$ cat src/rtl/div_unit.sv
// rtl/div_unit.sv - iterative 32-bit restoring divider for DIV/DIVU
//
// Purpose: one quotient bit per clock; returns {remainder, quotient} with
// sign correction applied on the edge after the last iteration.
// Ports:
//   clk, rst             clock, asynchronous active-high reset
//   signed_div_i         1 = signed (DIV), 0 = unsigned (DIVU)
//   opdata1_i/opdata2_i  dividend / divisor, sampled only on the start edge
//   start_i, annul_i     request (held until ready_o) / cancel
//   result_o, ready_o    registered {remainder, quotient} and result valid
module div_unit (
  input  logic        clk,
  input  logic        rst,
  input  logic        signed_div_i,
  input  logic [31:0] opdata1_i,
  input  logic [31:0] opdata2_i,
  input  logic        start_i,
  input  logic        annul_i,
  output logic [63:0] result_o,
  output logic        ready_o
);

  typedef enum logic [1:0] {ST_FREE, ST_BYZERO, ST_ON, ST_END} state_t;

  state_t      state_q, state_d;
  logic [5:0]  cnt_q, cnt_d;
  logic [31:0] rem_q, rem_d;     // partial remainder
  logic [31:0] quo_q, quo_d;     // dividend bits shift out, quotient bits shift in
  logic [31:0] dsor_q, dsor_d;   // divisor magnitude
  logic        neg_quo_q, neg_quo_d;
  logic        neg_rem_q, neg_rem_d;
  logic [63:0] result_q, result_d;
  logic        ready_q, ready_d;

  logic [32:0] trial;
  logic [31:0] quo_fix, rem_fix;

  always_comb begin
    state_d   = state_q;
    cnt_d     = cnt_q;
    rem_d     = rem_q;
    quo_d     = quo_q;
    dsor_d    = dsor_q;
    neg_quo_d = neg_quo_q;
    neg_rem_d = neg_rem_q;
    result_d  = result_q;
    ready_d   = ready_q;

    // Partial remainder is always below the divisor, so {rem, next bit} fits
    // 33 bits and bit 32 of the difference is a reliable sign.
    trial   = {rem_q, quo_q[31]} - {1'b0, dsor_q};
    quo_fix = neg_quo_q ? (~quo_q + 32'd1) : quo_q;
    rem_fix = neg_rem_q ? (~rem_q + 32'd1) : rem_q;

    case (state_q)
      ST_FREE: begin
        result_d = 64'h0;
        ready_d  = 1'b0;
        if (start_i && !annul_i) begin
          if (opdata2_i == 32'h0) begin
            state_d = ST_BYZERO;
          end else begin
            state_d   = ST_ON;
            cnt_d     = 6'd0;
            rem_d     = 32'h0;
            quo_d     = (signed_div_i && opdata1_i[31]) ? (~opdata1_i + 32'd1) : opdata1_i;
            dsor_d    = (signed_div_i && opdata2_i[31]) ? (~opdata2_i + 32'd1) : opdata2_i;
            neg_quo_d = signed_div_i && (opdata1_i[31] ^ opdata2_i[31]);
            neg_rem_d = signed_div_i && opdata1_i[31];
          end
        end
      end
      ST_BYZERO: begin
        result_d = 64'h0;
        if (annul_i) begin
          state_d = ST_FREE;
          ready_d = 1'b0;
        end else begin
          state_d = ST_END;
          ready_d = 1'b1;
        end
      end
      ST_ON: begin
        if (annul_i) begin
          state_d  = ST_FREE;
          result_d = 64'h0;
          ready_d  = 1'b0;
        end else if (cnt_q == 6'd32) begin
          state_d  = ST_END;
          result_d = {rem_fix, quo_fix};
          ready_d  = 1'b1;
        end else begin
          cnt_d = cnt_q + 6'd1;
          if (!trial[32]) begin
            rem_d = trial[31:0];
            quo_d = {quo_q[30:0], 1'b1};
          end else begin
            rem_d = {rem_q[30:0], quo_q[31]};
            quo_d = {quo_q[30:0], 1'b0};
          end
        end
      end
      ST_END: begin
        // annul_i deliberately ignored: the result is already committed.
        if (!start_i) begin
          state_d  = ST_FREE;
          result_d = 64'h0;
          ready_d  = 1'b0;
        end
      end
      default: begin
        state_d  = ST_FREE;
        result_d = 64'h0;
        ready_d  = 1'b0;
      end
    endcase
  end

  always_ff @(posedge clk or posedge rst) begin
    if (rst) begin
      state_q   <= ST_FREE;
      cnt_q     <= 6'd0;
      rem_q     <= 32'h0;
      quo_q     <= 32'h0;
      dsor_q    <= 32'h0;
      neg_quo_q <= 1'b0;
      neg_rem_q <= 1'b0;
      result_q  <= 64'h0;
      ready_q   <= 1'b0;
    end else begin
      state_q   <= state_d;
      cnt_q     <= cnt_d;
      rem_q     <= rem_d;
      quo_q     <= quo_d;
      dsor_q    <= dsor_d;
      neg_quo_q <= neg_quo_d;
      neg_rem_q <= neg_rem_d;
      result_q  <= result_d;
      ready_q   <= ready_d;
    end
  end

  assign result_o = result_q;
  assign ready_o  = ready_q;

endmodule

$ cat config.mk
export PLATFORM = sky130hd
export DESIGN_NAME = div_unit
export DESIGN_NICKNAME = d
export VERILOG_FILES = /design/src/rtl/div_unit.sv
export SDC_FILE = /design/constraint.sdc
export NUM_CORES = 1
export LEC_CHECK = 0
export ABC_AREA = 1
export CAP_MARGIN = 20
export CELL_PAD_IN_SITES_DETAIL_PLACEMENT = 1
export CELL_PAD_IN_SITES_GLOBAL_PLACEMENT = 1
export CORE_UTILIZATION = 30
export DETAILED_ROUTE_END_ITERATION = 8
export PLACE_DENSITY = 0.65
export SYNTH_ARGS = -nofsm -noshare
export SYNTH_HDL_FRONTEND = slang
export SYNTH_SLANG_ARGS = --single-unit
$ cat constraint.sdc
create_clock -name clk -period 8.5 [get_ports clk]
set_clock_uncertainty 0.2 [all_clocks]
set_input_delay 2.55 -clock clk [delete_from_list [all_inputs] [get_ports clk]]
set_output_delay 2.55 -clock clk [all_outputs]
set_load 0.05 [all_outputs]
==> reports/metrics.cfg <==
[worst_hold_path]
hp-start = result_o[48]
holdPathStages = 2
whs_endpoint = result_o[48]
hold_class = flip-flop to flip-flop

[global_route]
grt_pass1_vias = 13100
grt_util_met1 = 0.313
grt_usage = 0.218
gr-max-usage-layer = met2
grt.met3_usage = 0.0230
antenna_found_initial = 0
met2_usage = 0.350
overflow = 0
grt_pass1_wl_mm = 73.8
grt_start_max_net_pins = 172

[placed_design]
place_area_mm2 = 0.0145
port_buffers = 133
hpwl_mm = 36.1
pre_cts_ws_ns = 2.40
place.gp.congestion = 0.893

[yosys]
ys_types = 43
synthTopCellsByCount = nand2_1, inv_1, dfrtp_1, nand3_1, nor2_1
avgSynthCellArea_um2 = 6.51
async_flop_share = 1.00
synth.area.top_cells = dfrtp_1, nand2_1, inv_1
synth-main-ff-cell = dfrtp_1
yosysMostFrequentCell = nand2_1
ys_warn_count = 0
synth_seq_area_share = 0.338
syn_inst = 1945
yosysTopAreaCell = dfrtp_1
synth_top_area_frac = 0.338
synth_edf_count = 0
synth-seq-cells = 171
syn-cell-area_mm2 = 0.0127
syn-num-nets = 2056

[worst_setup_path]
crit_cells = 15
crit_path_max_fanout = 43
startpoint_type = primary input
worstReg2RegEnd = rem_q[30]
crit_path_top_delay_cell = nor2_4
cp_cell_sequence = clkdlybuf4s50_1 -> inv_1 -> ha_1 -> nand3_2 -> nor2_2 -> nand3_1 -> nor2_4 -> nand4_2 -> nand2_2 -> nor2_4 -> buf_4 -> nand2_1 -> nand2_1 -> nand2_1 -> nand2_1
crit_start = opdata2_i[0]
crit_buf_inv = 3
worstSetupEndpointType = flip-flop
arrival_ns = 5.77
reg2regPathDepth = 12
cp_common_cell = nand2_1
reg2reg_slack_ns = 4.61
timing.rr.start = state_q[0]
critPathTopFamily = simple AND/OR/NAND/NOR gates
required_ns = 8.68
slowest_delay_ns = 0.55
criticalPathCategory = primary input to flip-flop

[detailed_routing]
drt-wirelength-per-cell_um = 17.7
avgViaCountPerCell = 4.92
ant_nets = 0
drt-pass1-iter-count = 5
wirelength_mm = 46.0
first_iter_violations = 772
vias = 12800
drc = 0

[timing]
rsz0062_at_grt = false
fin_hold_ws_ns = 0.279
drv_slew = 0
setup_viol = 0
fin_crit_ns = 5.59
fmax_mhz = 179
setup_ws_ns = 2.91
hold_viol_final = 0
final.period_utilization = 0.658
tightest_slew_ns = 1.03
slew_headroom = 0.311
setup_tns_ns = 0

[cells_and_area]
area_delta_synth_final_pct = 18.9
drive_above_1_share = 0.0374
num_antenna_cells = 0
final_cell_area_mm2 = 0.0151
post-route-util = 0.365
layout.nets = 2159

[clock_network]
numCtsBuffers = 17
postCtsSetupBuffers = 0
cts_tree = built
cts.sinks = 171
cts_buffer_depth = 2
cts-root-buf = clkbuf_16
cts.repair.resized = 0
path_clk_slew_ns = 0.07
h-tree-depth = 4
cts_hold_buffers = 0
clk_latency_ns = 0.45

[floorplan]
die_x_um = 207
ioPinCount = 134
start_util = 0.307
rows = 74
die_y_um = 207
die-area_mm2 = 0.0430
core_mm2 = 0.0412

[power]
max-vdd-ir-drop_uv = 144
cellPowerDensity_mw_per_mm2 = 285
power.leakage_uw = 0.00764

[job]
max-cap-violations = 0

[status]
status = completed

layout make-up:
| class | instances | area [um2] |
|---|---|---|
| Fill cell | 5245 | 26200 |
| Tap cell | 532 | 666 |
| Sequential cell | 171 | 4280 |
| Clock buffer | 24 | 492 |
| Timing Repair Buffer | 141 | 1400 |
| Inverter | 264 | 996 |
| Multi-Input combinational cell | 1453 | 7130 |
| Clock inverter | 8 | 85.1 |
how the worst max path moves through the flow:
stage and endpoint:
2_1_floorplan cnt_q[0], 3_3_place_gp rem_q[30], 3_5_place_dp rem_q[30], 4_1_cts rem_q[30], 5_1_grt rem_q[30], 6_report rem_q[30]
flip-flops by register name, summed over array words and instances (netlist names):
name and cells:
cnt_q 6, dsor_q 32, neg_quo_q 1, neg_rem_q 1, quo_q 32, ready_o 1, rem_q 32, result_o 64
state_q 2
kinds of logic after synthesis:
logic type,after synthesis,synth area share
fa+ha+maj,42,0.0421
buf+inv,321,0.101
xor+xnor,71,0.0491
flops,171,0.338
simple gates,1096,0.364
compound gates,244,0.106
cell usage in the layout (no fill, tap or decap), types with 3 or more instances in the layout:
cell               n
clkbuf_8           4
clkinvlp_4         4
o211ai_1          11
a31oi_1            4
nand3_1          151
o21ai_1            3
xor2_1            50
nand4_1           15
clkdlybuf4s50_1  133
a22o_1             8
o31ai_1           11
nor3_2             6
nor2_2             3
a21o_1             4
dfrtp_1          171
clkbuf_16         17
xnor2_1           21
nand2_2            5
nor3_1            17
inv_1            257
inv_2              4
nand2_1          709
buf_4              7
ha_1              41
nand3_2           11
or2_2              6
clkbuf_1           3
a21oi_1           65
o21ai_0          130
nand3b_1          16
nor2_1           141
and2_1             8
tightest hold or removal path, stage by stage, from the launching register on:
cell	delay (ns)
dfrtp_1	0.34
nand2_1	0.06
nand2_1	0.05
per-layer routing:
metal  share of wire  vias to the layer above
li1                -                     6349
met1            0.51                     6199
met3           0.031                       31
met4           0.015                        0
met2            0.45                      189
met5               0                        -
through the flow:
step,power [uW],std cells
floorplan,2750,1945
finish,4290,2593
detailed placement,3510,2561
CTS,4320,2593
global placement,3470,2561
global route,4610,2593
report_power, final:
part / total, uW / internal [uW] / switching [uW]
logic: 2250 / 658 / 1590
registers: 1250 / 1040 / 214
clock network: 792 / 437 / 355
total: 4290 / 2140 / 2160
Note: power is estimated with default switching activity, not from simulation.
